`src/rtl/dmem_pkg.sv`:
```
// dmem_pkg
//   Shared definitions for the data-memory port arbiter. It holds the data and
//   byte-enable widths, the read-owner encoding that tags each in-flight load,
//   and the packed payload that the grant mux routes to memory.
package dmem_pkg;

    localparam int DATA_W = 32;
    localparam int BE_W   = 4;

    // Identifies which requester owns the read data returning next cycle.
    typedef logic [1:0] own_t;
    localparam own_t OWN_NONE = 2'd0;
    localparam own_t OWN_CPU  = 2'd1;
    localparam own_t OWN_DMA  = 2'd2;

    // Address-independent part of an access. The address width is a module
    // parameter, so the address is routed separately.
    typedef struct packed {
        logic              we;
        logic [DATA_W-1:0] wdata;
        logic [BE_W-1:0]   be;
    } mem_pl_t;

endpackage

```
`src/rtl/dmem_starve_ctr.sv`:
```
// dmem_starve_ctr
//   Saturating up-counter with a synchronous clear and a threshold flag.
//   - clr has priority over inc.
//   - The count stops at MAX.
//   - at_max is high while cnt == MAX.
// Ports
//   clk, rst_n : clock, asynchronous active-low reset (count -> 0)
//   clr        : clear the count to 0 this cycle
//   inc        : increment the count (ignored once saturated)
//   cnt        : current count
//   at_max     : cnt has reached MAX
module dmem_starve_ctr #(
    parameter int MAX   = 8,
    parameter int CNT_W = $clog2(MAX + 1)
) (
    input  logic             clk,
    input  logic             rst_n,
    input  logic             clr,
    input  logic             inc,
    output logic [CNT_W-1:0] cnt,
    output logic             at_max
);

    assign at_max = (cnt == CNT_W'(MAX));

    always_ff @(posedge clk or negedge rst_n) begin
        if (!rst_n)
            cnt <= '0;
        else if (clr)
            cnt <= '0;
        else if (inc && !at_max)
            cnt <= cnt + CNT_W'(1);
    end

endmodule

```
`src/rtl/dmem_port_arbiter.sv`:
```
// dmem_port_arbiter
//   Lets the CPU load/store unit and the DMA/debug loader share the
//   single-port data memory. The arbiter grants one access per cycle.
//   - The CPU has priority.
//   - A starvation counter forces a DMA win after STARVE_MAX denied cycles.
//   - dma_lock lets the DMA keep the port for up to LOCK_MAX back-to-back grants.
//   Load data comes back one cycle after the grant. It is steered to the
//   requester that issued the load.
// Ports
//   clk, rst_n                              : clock, async active-low reset
//   cpu_req/we/addr/wdata/be                : CPU request bundle
//   cpu_gnt                                 : CPU access accepted (combinational)
//   cpu_rvalid/cpu_rdata                    : CPU load return
//   dma_req/we/addr/wdata/be, dma_lock      : DMA request bundle, burst hold
//   dma_gnt, dma_rvalid/dma_rdata           : DMA grant and load return
//   mem_en/we/addr/wdata/be                 : memory command (all 0 when idle)
//   mem_rdata                               : memory read data (1-cycle latency)
module dmem_port_arbiter
    import dmem_pkg::*;
#(
    parameter int ADDR_W     = 32,
    parameter int STARVE_MAX = 8,
    parameter int LOCK_MAX   = 4
) (
    input  logic              clk,
    input  logic              rst_n,
    // CPU port
    input  logic              cpu_req,
    input  logic              cpu_we,
    input  logic [ADDR_W-1:0] cpu_addr,
    input  logic [DATA_W-1:0] cpu_wdata,
    input  logic [BE_W-1:0]   cpu_be,
    output logic              cpu_gnt,
    output logic              cpu_rvalid,
    output logic [DATA_W-1:0] cpu_rdata,
    // DMA port
    input  logic              dma_req,
    input  logic              dma_we,
    input  logic [ADDR_W-1:0] dma_addr,
    input  logic [DATA_W-1:0] dma_wdata,
    input  logic [BE_W-1:0]   dma_be,
    input  logic              dma_lock,
    output logic              dma_gnt,
    output logic              dma_rvalid,
    output logic [DATA_W-1:0] dma_rdata,
    // Memory side
    output logic              mem_en,
    output logic              mem_we,
    output logic [ADDR_W-1:0] mem_addr,
    output logic [DATA_W-1:0] mem_wdata,
    output logic [BE_W-1:0]   mem_be,
    input  logic [DATA_W-1:0] mem_rdata
);

    localparam int STARVE_CW = $clog2(STARVE_MAX + 1);
    localparam int LOCK_CW   = $clog2(LOCK_MAX + 1);

    logic [STARVE_CW-1:0] starve_cnt;
    logic [LOCK_CW-1:0]   lock_cnt;
    logic                 starve_max;
    logic                 lock_max;
    logic                 last_dma;
    logic                 force_dma;
    own_t                 rd_owner;
    mem_pl_t              cpu_pl, dma_pl, mem_pl;

    // ---------------------------------------------------------------
    // Grant
    // ---------------------------------------------------------------
    // DMA is forced when it has starved long enough, or when it holds the
    // lock and its burst is still under the cap. The cap means the lock can
    // never keep the CPU out for more than LOCK_MAX consecutive grants.
    assign force_dma = dma_req & (starve_max | (dma_lock & last_dma & ~lock_max));
    assign cpu_gnt   = cpu_req & ~force_dma;
    assign dma_gnt   = dma_req & ~cpu_gnt;

    // ---------------------------------------------------------------
    // Fairness counters
    // ---------------------------------------------------------------
    dmem_starve_ctr #(.MAX(STARVE_MAX), .CNT_W(STARVE_CW)) u_starve (
        .clk    (clk),
        .rst_n  (rst_n),
        .clr    (dma_gnt | ~dma_req),
        .inc    (dma_req & ~dma_gnt),
        .cnt    (starve_cnt),
        .at_max (starve_max)
    );

    // The lock counter counts only DMA grants made while the lock is held.
    // A CPU grant, lock release or idle cycle clears it.
    dmem_starve_ctr #(.MAX(LOCK_MAX), .CNT_W(LOCK_CW)) u_lock (
        .clk    (clk),
        .rst_n  (rst_n),
        .clr    (~(dma_gnt & dma_lock)),
        .inc    (dma_gnt & dma_lock),
        .cnt    (lock_cnt),
        .at_max (lock_max)
    );

    always_ff @(posedge clk or negedge rst_n) begin
        if (!rst_n)
            last_dma <= 1'b0;
        else
            last_dma <= dma_gnt;
    end

    // ---------------------------------------------------------------
    // Memory command mux: zeros when nothing is granted
    // ---------------------------------------------------------------
    assign cpu_pl = '{we: cpu_we, wdata: cpu_wdata, be: cpu_be};
    assign dma_pl = '{we: dma_we, wdata: dma_wdata, be: dma_be};

    always_comb begin
        mem_pl   = '0;
        mem_addr = '0;
        if (cpu_gnt) begin
            mem_pl   = cpu_pl;
            mem_addr = cpu_addr;
        end else if (dma_gnt) begin
            mem_pl   = dma_pl;
            mem_addr = dma_addr;
        end
    end

    assign mem_en    = cpu_gnt | dma_gnt;
    assign mem_we    = mem_pl.we;
    assign mem_wdata = mem_pl.wdata;
    assign mem_be    = mem_pl.be;

    // ---------------------------------------------------------------
    // Read return
    // ---------------------------------------------------------------
    // Each granted load tags the next cycle's mem_rdata with its owner.
    // A new grant can issue while the previous data returns, so the path is
    // fully pipelined. Reset drops any load that is still in flight.
    always_ff @(posedge clk or negedge rst_n) begin
        if (!rst_n)
            rd_owner <= OWN_NONE;
        else if (cpu_gnt && !cpu_we)
            rd_owner <= OWN_CPU;
        else if (dma_gnt && !dma_we)
            rd_owner <= OWN_DMA;
        else
            rd_owner <= OWN_NONE;
    end

    assign cpu_rvalid = (rd_owner == OWN_CPU);
    assign dma_rvalid = (rd_owner == OWN_DMA);
    assign cpu_rdata  = cpu_rvalid ? mem_rdata : '0;
    assign dma_rdata  = dma_rvalid ? mem_rdata : '0;

    // ---------------------------------------------------------------
    // Protocol / invariant assertions (simulation only)
    // ---------------------------------------------------------------
    a_one_gnt : assert property (@(posedge clk) disable iff (!rst_n)
        !(cpu_gnt && dma_gnt));

    // A waiting requester may withdraw. While it still requests, its payload
    // must not change.
    a_cpu_stable : assert property (@(posedge clk) disable iff (!rst_n)
        (cpu_req && !cpu_gnt) |=>
            (!cpu_req || $stable({cpu_we, cpu_addr, cpu_wdata, cpu_be})));

    a_dma_stable : assert property (@(posedge clk) disable iff (!rst_n)
        (dma_req && !dma_gnt) |=>
            (!dma_req || $stable({dma_we, dma_addr, dma_wdata, dma_be})));

    a_starve_rng : assert property (@(posedge clk) disable iff (!rst_n)
        starve_cnt <= STARVE_CW'(STARVE_MAX));

    a_lock_rng : assert property (@(posedge clk) disable iff (!rst_n)
        lock_cnt <= LOCK_CW'(LOCK_MAX));

endmodule
```
`config.mk`:
```
export PLATFORM = sky130hd
export DESIGN_NAME = dmem_port_arbiter
export DESIGN_NICKNAME = d
export VERILOG_FILES = /design/src/rtl/dmem_pkg.sv /design/src/rtl/dmem_starve_ctr.sv /design/src/rtl/dmem_port_arbiter.sv
export SDC_FILE = /design/constraint.sdc
export NUM_CORES = 1
export LEC_CHECK = 0
export ABC_AREA = 1
export BUFFER_PORTS_ARGS = -buffer_cell sky130_fd_sc_hd__clkbuf_2
export CORE_AREA = 2 2 121 123
export CTS_BUF_LIST = sky130_fd_sc_hd__clkbuf_16
export DETAILED_ROUTE_END_ITERATION = 10
export DIE_AREA = 0 0 123 125
export SLEW_MARGIN = 20
export SYNTH_ARGS = -nofsm -noshare
export SYNTH_HDL_FRONTEND = slang
export SYNTH_SLANG_ARGS = --single-unit
```
`constraint.sdc`:
```
create_clock -name clk -period 1.9 [get_ports clk]
set_input_delay 0.19 -clock clk [delete_from_list [all_inputs] [get_ports clk]]
set_output_delay 0.19 -clock clk [all_outputs]
set_load 0.02 [all_outputs]
```
* Word-level counts from Yosys, hierarchy flattened
Cells that the tools add are included.
** Storage, ports and cells
- Register bits after elaboration :: 10
- Input port bits :: 175
- Logic and storage cells :: 47
** Cells by class
- Add/sub/neg operators :: 2
- Eq/ne operators :: 5
- Multiplexer cells :: 12
- Bitwise gates (word level) :: 15
- Reduce and logical (&&, ||, !) cells :: 9
** Operators with widths (number)
- $mux W32 :: 4
- $mux W37 :: 2
- $mux W4 :: 2
- $and A1 B1 Y1 :: 7
- $mux W3 :: 2
- $not A1 Y1 :: 5
- $add A4 B1 Y4 const B :: 1
- $eq A4 B4 Y1 const B :: 1
- $logic_and A1 B1 Y1 :: 4
- $logic_not A1 Y1 :: 4
- $mux W2 :: 2
- $add A3 B1 Y3 const B :: 1
- $eq A3 B3 Y1 const B :: 1
- $or A1 B1 Y1 :: 3
- $eq A2 B1 Y1 const B :: 1
- $eq A2 B2 Y1 const B :: 1
- $ne A2 B2 Y1 const B :: 1
- $reduce_bool A2 Y1 :: 1

* Logic depth before layout (Yosys ltp)
- Depth after elaboration :: 14
- Mapped depth :: 11
- Gate-level depth less buffers :: 10

* Modules after synthesis
Synthesis repeated with hierarchy kept, for this count alone.
** Second synthesis, totals
- Cell total of the unflattened synthesis :: 406
- Area total of the unflattened synthesis :: 1854.3 µm²
** By module, submodules not included
- dmem_port_arbiter :: times used 1, cells an instance 352, area each 1440.1 µm²
- dmem_starve_ctr (u_starve) :: times used 1, cells an instance 29, area each 229.0 µm²
- dmem_starve_ctr (u_lock) :: times used 1, cells an instance 25, area each 185.2 µm²

* Worst setup path after synthesis
OpenSTA, ideal clock, no wires.
- Path type :: register to output
- From :: register u_lock.cnt[0]
- To :: output mem_wdata[17]
- Arrival :: 1556 ps
- Required time :: 1710 ps
- Slack :: 154 ps
- Cell stages (with the launch flop) :: 9
- Buffers on the path :: 1
- Cells stage by stage :: dfrtp_1 inv_1 ha_1 nand2_2 nand2_1 nand2_2 o21bai_4 clkbuf_2 o21ai_0
** Between the ends
- Cells in the longest elaborated chain, start to end :: 11
** RTL lines
- start: declaration :: line dmem_starve_ctr.sv:20 : output logic [CNT_W-1:0] cnt,
- start signal: assignment :: line dmem_starve_ctr.sv:32 : cnt <= cnt + CNT_W'(1);
- $eq A3 B3 Y1 (*) :: line dmem_starve_ctr.sv:24 : assign at_max = (cnt == CNT_W'(MAX));
- $not A1 Y1 (*) :: line dmem_port_arbiter.sv:73 : assign force_dma = dma_req & (starve_max | (dma_lock & last_dma & ~lock_max));
- $and A1 B1 Y1 (*) :: line dmem_port_arbiter.sv:73
- $or A1 B1 Y1 (*) :: line dmem_port_arbiter.sv:73
- $and A1 B1 Y1 (*) :: line dmem_port_arbiter.sv:73
- $not A1 Y1 (*) :: line dmem_port_arbiter.sv:74 : assign cpu_gnt = cpu_req & ~force_dma;
- $and A1 B1 Y1 (*) :: line dmem_port_arbiter.sv:74
- $not A1 Y1 :: line dmem_port_arbiter.sv:75 : assign dma_gnt = dma_req & ~cpu_gnt;
- $and A1 B1 Y1 :: line dmem_port_arbiter.sv:75
- $mux W37 :: line dmem_port_arbiter.sv:119 : end else if (dma_gnt) begin
- $mux W37 (*) :: line dmem_port_arbiter.sv:116 : if (cpu_gnt) begin
- end: declaration :: line dmem_port_arbiter.sv:50 : output logic [DATA_W-1:0] mem_wdata,
Mark *: on every way between the ends. The rest lies on a longest branch, timed or not.

* Worst setup path after layout
- From :: register u_lock.cnt[0]
- To :: output mem_wdata[29]
Same word-level chain as after synthesis.

==> metrics <==
status finished with violations; violated checks negative setup slack; WL final roughly 12000 µm; dpl hpwl 9054 µm; IO buf count roughly 310; Tcrit/Tclk final 103.7%; Yosys cell types 21; Ys Warns 0; DR iter-0 viols between 90 and 100; num rows between 40 and 50; setup slack after layout -0.07122 ns; CP Class flip-flop to output port; Starting Density between 10% and 20%; post-synthesis cell area ~0.0020 mm²; Max clock buf depth 2; Post-Synthesis Cells around 390; Die ar. around 0.015 mm²; largest net degree at the start of global routing 45; Startpoint Class flip-flop; DRT met1 WL just under 5000 µm; GRT overflow 0; TritonCTS Buffers 3; RD Place Congestion just under 0.8; post-synth top area share a little under a quarter; final hold vios 0; Cell Chain, Critical Path inv_2 > ha_4 > nand2_4 > nand2_4 > nand2_4 > o21bai_4 > buf_4 > buf_8 > o21ai_1 > buf_2; # H-tree levels 1; Mean Syn Cell Area between 5 and 6 µm²; Core Region 0.01420 mm²; leading post-synthesis cells by cell area inv_1 23%, nand3_1 18%, o21ai_0 16%; Worst Skew around 0.00034 ns; Vias ~3700; area leader, netlist inv_1; maximum VDD drop 171.9 µV; most frequent cells in the layout 243 x clkbuf_2, 116 x inv_1, 66 x nor2_1; Setup-failing EPs final between 60 and 70; P_leak about 0.003 µW; power density over cell area between 300 and 400 mW/mm²; worst setup path end mem_wdata[29]; reg2reg end u_lock.cnt[0]$_DFFE_PN0P_; Ant. Diodes 0; Routed met3 length 1038 µm; Achievable Freq 507.3 MHz; Via density approximately 4; Die Span Y around 130 µm; Fillers between 1500 and 2000; RSZ-0062 raised after global routing true; TritonCTS clock tree done; crit-path max cell delay 0.39 ns; Rel. slew slack approximately three quarters; sequential share of the synthesized area between 10% and 20%; final slew viol count 0; initial antenna violation count 0; global-route usage over all layers 13.24%; Sink Count 10; routed wl met2 6381 µm; highest routed metal layer met4; fin nets 896; layout cells sized above 1 a little under three fifths; Skew-Pair Late Insertion Delay approximately 0.24 ns; Max-Cap Viols 0; Reg-to-Reg Start u_lock.cnt[0]$_DFFE_PN0P_; DR DRC count 0; CP startpoint u_lock.cnt[0]$_DFFE_PN0P_; worst hold path type input pin to flip-flop; die width about 120 µm; r2r worst-path depth 9; synthesis-to-finish area growth 146.2%; final core utilization around a third; Clk pin slew, worst setup/hold paths 0.04 ns; Critical Path End Type output port; first drt pass iteration count 5; Worst Path Max Fanout 11; first-pass GRT wire length 16260 µm; Hold WS between 0.15 and 0.2 ns; post-synthesis net count 571; Ports around 310; flops & latches, synth 10; vias in the first global route 3288; drt wl/cell 13.76 µm; commonest non-fill, non-tap cell in the layout clkbuf_2; slew of the pin with the lowest slew margin roughly 0.36 ns; most used cell, CP nand2_4; DRT antenna net count 0; Design Area, Final between 0.004 and 0.005 mm²; Req. time, crit path between 1.5 and 2 ns; Post-Place Cell Area approximately 0.0038 mm²; Worst path slowest cell dfrtp_1; internal reg-to-reg setup slack approximately 0.4 ns; WP data arrival between 1.5 and 2 ns; Min Clock Period, post-route around 2 ns; Root Driver clkbuf_16
[cell usage after synthesis]
library cell  instances
inv_1               119
nand3_1              70
nor2_1               66
o21ai_0              64
clkbuf_1             12
dfrtp_1              10
nand2_1               8
buf_2                 7
nor3_1                7
clkbuf_2              6
o21ai_1               6
ha_1                  4
nand2_2               4
xor2_1                2
a21oi_1               1
buf_1                 1
buf_4                 1
buf_6                 1
nand3b_1              1
o21bai_4              1
xnor2_1               1
[worst max-delay path, delay by kind of cell, from the launching register on]
kind / cells / cell delay (ns)
buffers and inverters: 4 / 0.57
DFF: 1 / 0.39
AOI/OAI and AO/OA: 2 / 0.26
and+or+nand+nor: 3 / 0.20
adders and majority gates: 1 / 0.14
[report_power, final]
| part | total [µW] | internal [µW] | leakage [µW] | switching [µW] |
|---|---|---|---|---|
| registers | 224 | 221 | 0.000135 | 3.31 |
| logic | 1230 | 562 | 0.00287 | 671 |
| clock network | 367 | 273 | 0.0000370 | 94.5 |
[registers in the layout, indices dropped and copies added (netlist names)]
| signal | flops |
|---|---|
| rd_owner | 2 |
| last_dma | 1 |
| u_starve.cnt | 4 |
| u_lock.cnt | 3 |
[per-stage QoR]
stage / total power (µW) / worst slack, ns / setup TNS (ns) / instances
3_5_place_dp: 1144 / 0.06881 / 0 / 870
3_3_place_gp: 1143 / 0.07220 / 0 / 870
5_1_grt: 1938 / -0.1651 / -9.661 / 899
4_1_cts: 1608 / -0.04841 / -1.584 / 884
2_1_floorplan: 711.6 / 0.1537 / 0 / 392
6_report: 1824 / -0.07122 / -3.406 / 899
[metal layers]
layer / global-route usage, % / vias to the layer above
li1: - / 1840
met4: 2.406 / 0
met2: 25.84 / 207
met3: 1.916 / 11
met1: 14.98 / 1615
met5: 0 / -
[how the worst min path moves through the flow]
stage / startpoint / slack, ns / cells after the start / to
finish: dma_we / 0.17 / 2 / rd_owner[1]$_DFF_PN0_
global route: dma_we / 0.16 / 2 / rd_owner[1]$_DFF_PN0_
CTS: dma_we / 0.16 / 2 / rd_owner[1]$_DFF_PN0_
detailed placement: rst_n / 0.07 / 1 / last_dma$_DFF_PN0_
global placement: rst_n / 0.07 / 1 / last_dma$_DFF_PN0_
floorplan: rst_n / -0.11 / 0 / last_dma$_DFF_PN0_
[logic make-up after synthesis]
logic type | share of synthesized area [%]
compound gates | 18.94
xor+xnor | 1.330
fa+ha+maj | 2.533
buf+inv | 29.32
flops | 12.67
simple gates | 35.21
[cell type report]
class | count | area, µm² | area share, %
timing repair buffer | 348 | 2412 | 49.59
multi-input combinational | 235 | 1450 | 29.81
inverter | 119 | 446.7 | 9.182
sequential | 10 | 250.2 | 5.144
tap | 184 | 230.2 | 4.733
clock buffer | 3 | 75.07 | 1.543
[timing repair]
item / CTS / global route
buffers inserted: 6 / 6
hold buffers: 1 / 0
setup endpoints to repair: 70 / 70
endpoints found under the hold margin: 10 / 0
pin swaps: 5 / 5
gates resized for setup: 96 / 208
cloned: 4 / 9
(Power assumes the default switching activity.)
